**src/rtl/unified_mem_arbiter_if.sv**
```systemverilog
// CPU-side fetch/data ports and SRAM port of the unified memory arbiter.
// slave is the arbiter's view; master is the CPU plus SRAM side.
interface unified_mem_arbiter_if #(
  parameter int AddrWidth = 32,
  parameter int DataWidth = 32,
  parameter int StrbWidth = 4,
  parameter int CntWidth  = 32
);
  logic                 if_req;
  logic [AddrWidth-1:0] if_addr;
  logic [DataWidth-1:0] if_rdata;
  logic                 if_valid;

  logic                 dm_read;
  logic [StrbWidth-1:0] dm_write;
  logic [AddrWidth-1:0] dm_addr;
  logic [DataWidth-1:0] dm_wdata;
  logic [DataWidth-1:0] dm_rdata;
  logic                 dm_valid;

  logic [AddrWidth-1:0] mem_addr;
  logic                 mem_read;
  logic [StrbWidth-1:0] mem_write;
  logic [DataWidth-1:0] mem_wdata;
  logic [DataWidth-1:0] mem_rdata;

  logic                 cpu_stall;
  logic [CntWidth-1:0]  stall_cycles;

  modport slave (
    input  if_req, if_addr,
    input  dm_read, dm_write, dm_addr, dm_wdata,
    input  mem_rdata,
    output if_rdata, if_valid,
    output dm_rdata, dm_valid,
    output mem_addr, mem_read, mem_write, mem_wdata,
    output cpu_stall, stall_cycles
  );

  modport master (
    output if_req, if_addr,
    output dm_read, dm_write, dm_addr, dm_wdata,
    output mem_rdata,
    input  if_rdata, if_valid,
    input  dm_rdata, dm_valid,
    input  mem_addr, mem_read, mem_write, mem_wdata,
    input  cpu_stall, stall_cycles
  );
endinterface

```
**src/rtl/unified_mem_arbiter.sv**
```systemverilog
// Shares one single-port SRAM between instruction fetch and data access.
// Round-robin grant, one access in flight, stall and stall-cycle counter.
module unified_mem_arbiter #(
  parameter int AddrWidth = 32,
  parameter int DataWidth = 32,
  parameter int StrbWidth = 4,
  parameter int CntWidth  = 32
) (
  input  logic                  clk,
  input  logic                  rst,
  unified_mem_arbiter_if.slave  bus
);

  typedef enum logic [2:0] {
    IDLE,
    IF_ACC,
    DM_ACC,
    IF_RSP,
    DM_RSP
  } state_t;

  state_t               state;
  logic                 last_dm;
  logic [AddrWidth-1:0] hold_addr;
  logic [DataWidth-1:0] hold_wdata;
  logic [StrbWidth-1:0] hold_strb;
  logic                 mem_read_q;
  logic [StrbWidth-1:0] mem_write_q;
  logic                 if_valid_q;
  logic                 dm_valid_q;
  logic [DataWidth-1:0] if_rdata_q;
  logic [DataWidth-1:0] dm_rdata_q;
  logic [CntWidth-1:0]  stall_q;

  logic dm_pend;
  logic grant_dm;
  logic grant_if;
  logic stall;

  assign dm_pend  = bus.dm_read | (|bus.dm_write);
  // DM wins unless IF is also waiting and DM had the last turn
  assign grant_dm = dm_pend & (~bus.if_req | ~last_dm);
  assign grant_if = bus.if_req & ~grant_dm;

  assign stall = (bus.if_req & ~if_valid_q)
               | (dm_pend & ~dm_valid_q);

  // Serialising FSM: latch request, drive SRAM for one cycle, respond
  always_ff @(posedge clk) begin
    if (rst) begin
      state       <= IDLE;
      last_dm     <= 1'b0;
      hold_addr   <= '0;
      hold_wdata  <= '0;
      hold_strb   <= '0;
      mem_read_q  <= 1'b0;
      mem_write_q <= '0;
      if_valid_q  <= 1'b0;
      dm_valid_q  <= 1'b0;
      if_rdata_q  <= '0;
      dm_rdata_q  <= '0;
    end else begin
      mem_read_q  <= 1'b0;
      mem_write_q <= '0;
      if_valid_q  <= 1'b0;
      dm_valid_q  <= 1'b0;
      unique case (state)
        IDLE: begin
          if (grant_dm) begin
            state       <= DM_ACC;
            last_dm     <= 1'b1;
            hold_addr   <= bus.dm_addr;
            hold_wdata  <= bus.dm_wdata;
            hold_strb   <= bus.dm_write;
            mem_read_q  <= ~(|bus.dm_write);
            mem_write_q <= bus.dm_write;
          end else if (grant_if) begin
            state      <= IF_ACC;
            last_dm    <= 1'b0;
            hold_addr  <= bus.if_addr;
            hold_strb  <= '0;
            mem_read_q <= 1'b1;
          end
        end
        IF_ACC: begin
          state      <= IF_RSP;
          if_valid_q <= 1'b1;
        end
        DM_ACC: begin
          state      <= DM_RSP;
          dm_valid_q <= 1'b1;
        end
        IF_RSP: begin
          state      <= IDLE;
          if_rdata_q <= bus.mem_rdata;
        end
        DM_RSP: begin
          state <= IDLE;
          if (~(|hold_strb)) dm_rdata_q <= bus.mem_rdata;
        end
        default: state <= IDLE;
      endcase
    end
  end

  // Saturating count of stalled cycles
  always_ff @(posedge clk) begin
    if (rst) begin
      stall_q <= '0;
    end else if (stall && (stall_q != '1)) begin
      stall_q <= stall_q + 1'b1;
    end
  end

  // SRAM data arrives in the response cycle; pass it through then hold it
  assign bus.if_rdata = if_valid_q ? bus.mem_rdata : if_rdata_q;
  assign bus.dm_rdata = (dm_valid_q && ~(|hold_strb))
                      ? bus.mem_rdata : dm_rdata_q;

  assign bus.if_valid     = if_valid_q;
  assign bus.dm_valid     = dm_valid_q;
  assign bus.mem_addr     = hold_addr;
  assign bus.mem_wdata    = hold_wdata;
  assign bus.mem_read     = mem_read_q;
  assign bus.mem_write    = mem_write_q;
  assign bus.cpu_stall    = stall;
  assign bus.stall_cycles = stall_q;

endmodule

```
**src/flat_wrapper.sv**
```systemverilog
// flat-port wrapper written by rule: the top's interface ports become plain ports
module unified_mem_arbiter_flat 
#(
  parameter int AddrWidth = 32,
  parameter int DataWidth = 32,
  parameter int StrbWidth = 4,
  parameter int CntWidth  = 32
)
  (clk, rst, bus_if_req, bus_if_addr, bus_dm_read, bus_dm_write, bus_dm_addr, bus_dm_wdata, bus_mem_rdata, bus_if_rdata, bus_if_valid, bus_dm_rdata, bus_dm_valid, bus_mem_addr, bus_mem_read, bus_mem_write, bus_mem_wdata, bus_cpu_stall, bus_stall_cycles);
  unified_mem_arbiter_if #(.AddrWidth(AddrWidth), .DataWidth(DataWidth), .StrbWidth(StrbWidth), .CntWidth(CntWidth)) bus_i ();
  input  logic clk;
  input  logic rst;
  input wire logic [$bits(bus_i.if_req)-1:0] bus_if_req;
  input wire logic [$bits(bus_i.if_addr)-1:0] bus_if_addr;
  input wire logic [$bits(bus_i.dm_read)-1:0] bus_dm_read;
  input wire logic [$bits(bus_i.dm_write)-1:0] bus_dm_write;
  input wire logic [$bits(bus_i.dm_addr)-1:0] bus_dm_addr;
  input wire logic [$bits(bus_i.dm_wdata)-1:0] bus_dm_wdata;
  input wire logic [$bits(bus_i.mem_rdata)-1:0] bus_mem_rdata;
  output wire logic [$bits(bus_i.if_rdata)-1:0] bus_if_rdata;
  output wire logic [$bits(bus_i.if_valid)-1:0] bus_if_valid;
  output wire logic [$bits(bus_i.dm_rdata)-1:0] bus_dm_rdata;
  output wire logic [$bits(bus_i.dm_valid)-1:0] bus_dm_valid;
  output wire logic [$bits(bus_i.mem_addr)-1:0] bus_mem_addr;
  output wire logic [$bits(bus_i.mem_read)-1:0] bus_mem_read;
  output wire logic [$bits(bus_i.mem_write)-1:0] bus_mem_write;
  output wire logic [$bits(bus_i.mem_wdata)-1:0] bus_mem_wdata;
  output wire logic [$bits(bus_i.cpu_stall)-1:0] bus_cpu_stall;
  output wire logic [$bits(bus_i.stall_cycles)-1:0] bus_stall_cycles;
  assign bus_i.if_req = bus_if_req;
  assign bus_i.if_addr = bus_if_addr;
  assign bus_i.dm_read = bus_dm_read;
  assign bus_i.dm_write = bus_dm_write;
  assign bus_i.dm_addr = bus_dm_addr;
  assign bus_i.dm_wdata = bus_dm_wdata;
  assign bus_i.mem_rdata = bus_mem_rdata;
  assign bus_if_rdata = bus_i.if_rdata;
  assign bus_if_valid = bus_i.if_valid;
  assign bus_dm_rdata = bus_i.dm_rdata;
  assign bus_dm_valid = bus_i.dm_valid;
  assign bus_mem_addr = bus_i.mem_addr;
  assign bus_mem_read = bus_i.mem_read;
  assign bus_mem_write = bus_i.mem_write;
  assign bus_mem_wdata = bus_i.mem_wdata;
  assign bus_cpu_stall = bus_i.cpu_stall;
  assign bus_stall_cycles = bus_i.stall_cycles;
  unified_mem_arbiter #(.AddrWidth(AddrWidth), .DataWidth(DataWidth), .StrbWidth(StrbWidth), .CntWidth(CntWidth)) u_core (.clk(clk), .rst(rst), .bus(bus_i));
endmodule
```
**config.mk**
```make
export PLATFORM = sky130hd
export DESIGN_NAME = unified_mem_arbiter_flat
export DESIGN_NICKNAME = d
export VERILOG_FILES = /design/src/rtl/unified_mem_arbiter_if.sv /design/src/rtl/unified_mem_arbiter.sv /design/src/flat_wrapper.sv
export SDC_FILE = /design/constraint.sdc
export NUM_CORES = 1
export LEC_CHECK = 0
export BUFFER_PORTS_ARGS = -buffer_cell sky130_fd_sc_hd__clkbuf_2
export CAP_MARGIN = 10
export CORE_ASPECT_RATIO = 0.9
export CORE_MARGIN = 10
export CORE_UTILIZATION = 50
export CTS_CLUSTER_SIZE = 28
export DETAILED_ROUTE_END_ITERATION = 12
export GPL_ROUTABILITY_DRIVEN = 0
export PLACE_DENSITY = 0.81
export SLEW_MARGIN = 25
export SYNTH_ARGS = -nofsm -noshare
export SYNTH_HDL_FRONTEND = slang
export SYNTH_SLANG_ARGS = --single-unit
```
**constraint.sdc**
```tcl
create_clock -name clk -period 2.9 [get_ports clk]
set_input_delay 0.29 -clock clk [delete_from_list [all_inputs] [get_ports clk]]
set_output_delay 0.29 -clock clk [all_outputs]
set_load 0.005 [all_outputs]
```
# ---- Yosys cells after proc, flatten, opt, wreduce, memory -nomap -nowiden
# Cells that the tools add are included.
dict set report totals {
  wordCells 60
  input_bits 136
  register_bits 175
  output_inout_bits 168
}
dict set report op_classes {
  bitwise 15
  addsub 1
  n_reduce_logical 11
  n_eq_ne 6
  muxes 15
}
# cell n
set ops {}
lappend ops {{32-bit 2-to-1 mux} 4}
lappend ops {{32-bit by 1-bit adder with 32-bit output, second input constant} 1}
lappend ops {{32-bit != test, second input constant} 1}
lappend ops {{3-bit case mux with 3 select lines} 1}
lappend ops {{4-bit 2-to-1 mux} 2}
lappend ops {{1-bit inverter} 8}
lappend ops {{4-bit OR reduction} 2}
lappend ops {{3-bit by 2-bit equality test with 1-bit output, second input constant} 2}
lappend ops {{1-bit 2-to-1 mux} 6}
lappend ops {{3-bit 2-to-1 mux} 2}
lappend ops {{2-bit AND reduction} 3}
lappend ops {{1-bit bitwise AND} 4}
lappend ops {{3-bit by 1-bit equality test with 1-bit output, second input constant} 1}
lappend ops {{3-bit equality test, second input constant} 1}
lappend ops {{3-bit logical NOT} 1}
lappend ops {{3-bit by 1-bit != test with 1-bit output, second input constant} 1}
lappend ops {{1-bit OR} 3}
lappend ops {{3-bit OR reduction} 1}
lappend ops {{1-bit logical AND} 2}
lappend ops {{2-bit nonzero test} 1}
lappend ops {{2-bit OR reduction} 1}

# ---- Longest topological paths before layout
dict set report logic_depth {
  word_depth 8
  ltp_mapped 8
  depth_no_buf 6
}

# ---- Least setup slack after synthesis
# Ideal clock, no wire load.
dict set report synth_timing {
  path_type {register to register}
  from {register u_core.stall_q[0] (netlist: u_core.bus.stall_cycles[0])}
  to {register u_core.stall_q[23] (netlist: u_core.bus.stall_cycles[23])}
  setup_ns 0.123
  arrival_time_ns 1.901
  required_ns 2.777
  slack_ns 0.875
  n_path_buf 1
  stages_incl_launch_ff 8
  synth_period_minus_slack_ns 2.025
  cell_sequence {dfxtp_1 ha_1 clkbuf_1 nand3_1 or3_4 nor2_1 nor4b_2 mux2_1}
}
dict set report synth_between {
  elab_chain_cells 2
  elab_cells_between_ends 3
  classes_between {add/sub: 1; eq/ne: 1; reduce/logical: 1}
}
# item line
set synth_lines {}
lappend synth_lines {{start, declared} unified_mem_arbiter.sv:33} ;# logic [CntWidth-1:0] stall_q;
lappend synth_lines {{start signal, assigned} unified_mem_arbiter.sv:111} ;# stall_q <= stall_q + 1'b1;
lappend synth_lines {{parallel branches: the longest is 2 deep, another holds 32-bit by 1-bit adder with 32-bit output} n/a}
# Parallel ways; which one is timed is not known.
# A chain may end at the register's enable or synchronous reset.

# ---- Final worst setup path
dict set report layout_timing {
  from {register u_core.stall_q[3] (netlist: u_core.bus.stall_cycles[3])}
  to {register u_core.stall_q[9] (netlist: u_core.bus.stall_cycles[9])}
}
# Same word-level chain as after synthesis.

==> results by group <==
Floorplan
  – Die height: 138.4 µm
  – Io pins: 304
  – Die width: 151.5 µm
  – Initial Utilization: 0.5075
  – Core Rows: 43
  – Die area: 0.02096 mm²
  – Core area: 0.01533 mm²

Global routing
  – Overflow after GRT: 0
  – Total GRT Usage: 0.2192
  – Initial antenna violation count: 0
  – Vias in the first global route: 7,598
  – First-pass GRT wire length: 37,910 µm
  – Largest net degree at the start of global routing: 63

Yosys
  – Register bit total from synthesis: 175
  – Top-count cell post-synth: nand2_1
  – XOR/XNOR Fraction of Synth Area: 0.001125
  – Gate Count Post-Synth: 901
  – Post-synth top area cell: dfxtp_1
  – Cell Area, Synth: 0.007782 mm²
  – EDFF count, synth: 0
  – Top_reg_cell synth: dfxtp_1
  – Post-Synth Adder-Cell Area: 0.001608
  – Ys async rst share: 0
  – Yosys warns: 0
  – Top post-synthesis cells by area: dfxtp_1 45%, nand2_1 10%, mux2_2 9.7%
  – Avg Inst Size Synth: 8.638 µm²
  – Mux contribution to synthesized area: 0.1395
  – Leading cell types by count after synthesis: 209 x nand2_1, 175 x dfxtp_1, 109 x a21oi_1
  – Sequential share of the synthesized area: 0.4502
  – Simple logic cell fraction of the synthesized area: 0.2167
  – Largest family of logic cells by synthesized area: simple AND/OR/NAND/NOR gates
  – Post-synthesis compound-gate area fraction: 0.1508
  – Share of the synthesized area in the top cell type: 0.4502
  – Syn Nets: 1,038
  – Yosys cell types: 51

Detailed routing
  – Drt initial violations: 477
  – Number of iterations in the first detailed-routing pass: 5
  – Vias per cell: 5.350
  – WL per Instance: 17.14 µm
  – DRT antenna net count: 0
  – # DRC: 0
  – Total Wirelength: 23,810 µm
  – Vias: 7,431

Placement
  – Placed wire-length estimate: 17,590 µm
  – Placed inst area: 0.009429 mm²
  – Post-Place Cells: 1,357
  – PortBufs: 303

Power and ir drop
  – Leakage Power: 4.364 nW
  – Tot Pwr: 7.716 mW
  – Maximum VDD drop: 612.6 µV
  – PwrDens: 769.2 mW/mm²

Final layout
  – Fillers: 1,277
  – Register Area: 0.003503 mm²
  – Non-Filler Instances: 1,389
  – Final #Nets: 1,311
  – Share of layout cells above drive strength 1: 0.3842
  – Area growth syn-to-layout: 28.89%
  – Final instance area: 0.01003 mm²
  – N_diodes: 0
  – Multi-input gate area: 0.003980 mm²

Timing
  – # setup viols final: 0
  – Hold_ws: 83.03 ps
  – Setup TNS: 0 ps
  – Worst Clk Skew: 9.833 ps
  – F_max: 411.2 MHz
  – Minimum clock period: 2432 ps
  – Worst Tran Pin Value: 724.5 ps
  – Fin crit share: 0.8385
  – Worst relative slew slack: 0.5126
  – Unrepaired setup endpoints after global routing: false
  – Final Hold Vio Count: 0
  – Slew Viols, Final: 0

Clock tree
  – Total CTS buffers: 17
  – Clock Sinks: 175
  – CTS Buffer Depth: 2
  – Cts hold-fix bufs: 0
  – Post-CTS Setup Inserts: 0
  – Root Buffer: clkbuf_16
  – Worst-skew pair later-pin latency: 420 ps
  – Clk pin slew, worst setup/hold paths: 70 ps
  – Post-CTS Resized: 0
  – Htree depth: 4
  – TritonCTS clock tree: yes

Setup path
  – Crit Path Class: flop to flop
  – Crit end category: flop
  – Critical Path AT: 2740 ps
  – Crit start category: flop
  – Critical path required time: 3200 ps
  – Critical Path Fanout Max: 18

Job
  – Max cap viols: 0

Outcome
  – Outcome: finished, final reports clean

Min path
  – HP Class: input port to flop
-- stage by stage --
| step | utilization | worst slack (ps) |
|---|---|---|
| after floorplan | - | 875.3 |
| after global placement | 0.6149 | 625.4 |
| after detailed placement | 0.6149 | 500.6 |
| after CTS | 0.6542 | 496.9 |
| after global routing | 0.6542 | 385.1 |
| final | 0.6542 | 468.3 |
-- metal layers --
| metal | part of all wire | track usage | wire [µm] |
|---|---|---|---|
| met1 | 0.39 | 0.2489 | 9269 |
| met2 | 0.48 | 0.3610 | 11340 |
| met3 | 0.099 | 0.07374 | 2349 |
| met4 | 0.036 | 0.1018 | 854 |
| met5 | 0 | 0 | 0 |
-- sequential cells by signal, indices dropped and copies added, names as in the netlist --
signal                   cells
u_core.bus.mem_addr         32
u_core.dm_rdata_q           32
u_core.if_rdata_q           32
u_core.state                 3
u_core.bus.dm_valid          1
u_core.last_dm               1
u_core.hold_strb             4
u_core.bus.mem_write         4
u_core.bus.mem_wdata        32
u_core.bus.stall_cycles     32
u_core.bus.if_valid          1
u_core.bus.mem_read          1
-- layout by cell type, fill, tap and decap left out, drive strengths merged --
cell type  Yosys  routed
nor3           9       9
o21bai         1       1
nand2b         1       1
o221ai         1       1
inv            3      10
nand2        209     209
mux2i         32      32
and4           3       3
or4           10      10
ha             1       1
clkinv         0       1
xnor2          1       1
o31ai          9       9
bufinv         0       2
nand4         12      12
clkbuf        43     322
a21oi        123     123
a211oi        33      33
buf           20      16
nor4           5       5
mux2          68      68
or2            3       3
o21ai         21      21
a21o           5       5
or3           20      20
nor2          47      47
nor4b          3       3
and3           5       5
clkinvlp       0       2
nand3         18      18
a31oi          1       1
dfxtp        175     175
and2          11      11
nand3b         2       2
nor2b          5       5
-- power breakdown --
group	switching, mW	leakage [nW]	total [mW]	internal, mW
clock network	0.992	0.289	2.33	1.34
registers	0.248	1.43	3.09	2.84
logic	1.32	2.65	2.30	0.978
-- cells by family after synthesis --
family,count (synthesis)
buffers and inverters,67
XOR/XNOR,1
adder cells (fa/ha/maj),1
AO/OA/AOI/OAI,194
AND/OR/NAND/NOR,363
flip-flops,175
multiplexers,100
-- critical path: stages (launching register included) --
cell and delay, ps:
dfxtp_1 430, nand4_2 240, or4_4 620, nor3_4 550
buf_4 290, or3_1 150, a21oi_2 50
-- path summary, 6_finish.rpt --
| kind | start | to | slack [ps] | depth (start not counted) |
|---|---|---|---|---|
| max reg2reg | u_core.bus.stall_cycles[3] | u_core.bus.stall_cycles[9] | 470 | 6 |
| min | bus_dm_wdata[23] | u_core.bus.mem_wdata[23] | 80 | 3 |
| max | u_core.bus.stall_cycles[3] | u_core.bus.stall_cycles[9] | 470 | 6 |
| min reg2reg | u_core.dm_rdata_q[8] | u_core.dm_rdata_q[8] | 450 | 2 |
-- layout make-up --
class / count / share of cell area
timing repair buffer: 318 / 0.1676
sequential: 175 / 0.3493
clock inverter: 12 / 0.01447
inverter: 3 / 0.001123
multi-input combinational: 659 / 0.3968
clock buffer: 20 / 0.04553
tap: 202 / 0.02520
No activity file was read; power rests on OpenSTA's default activity.
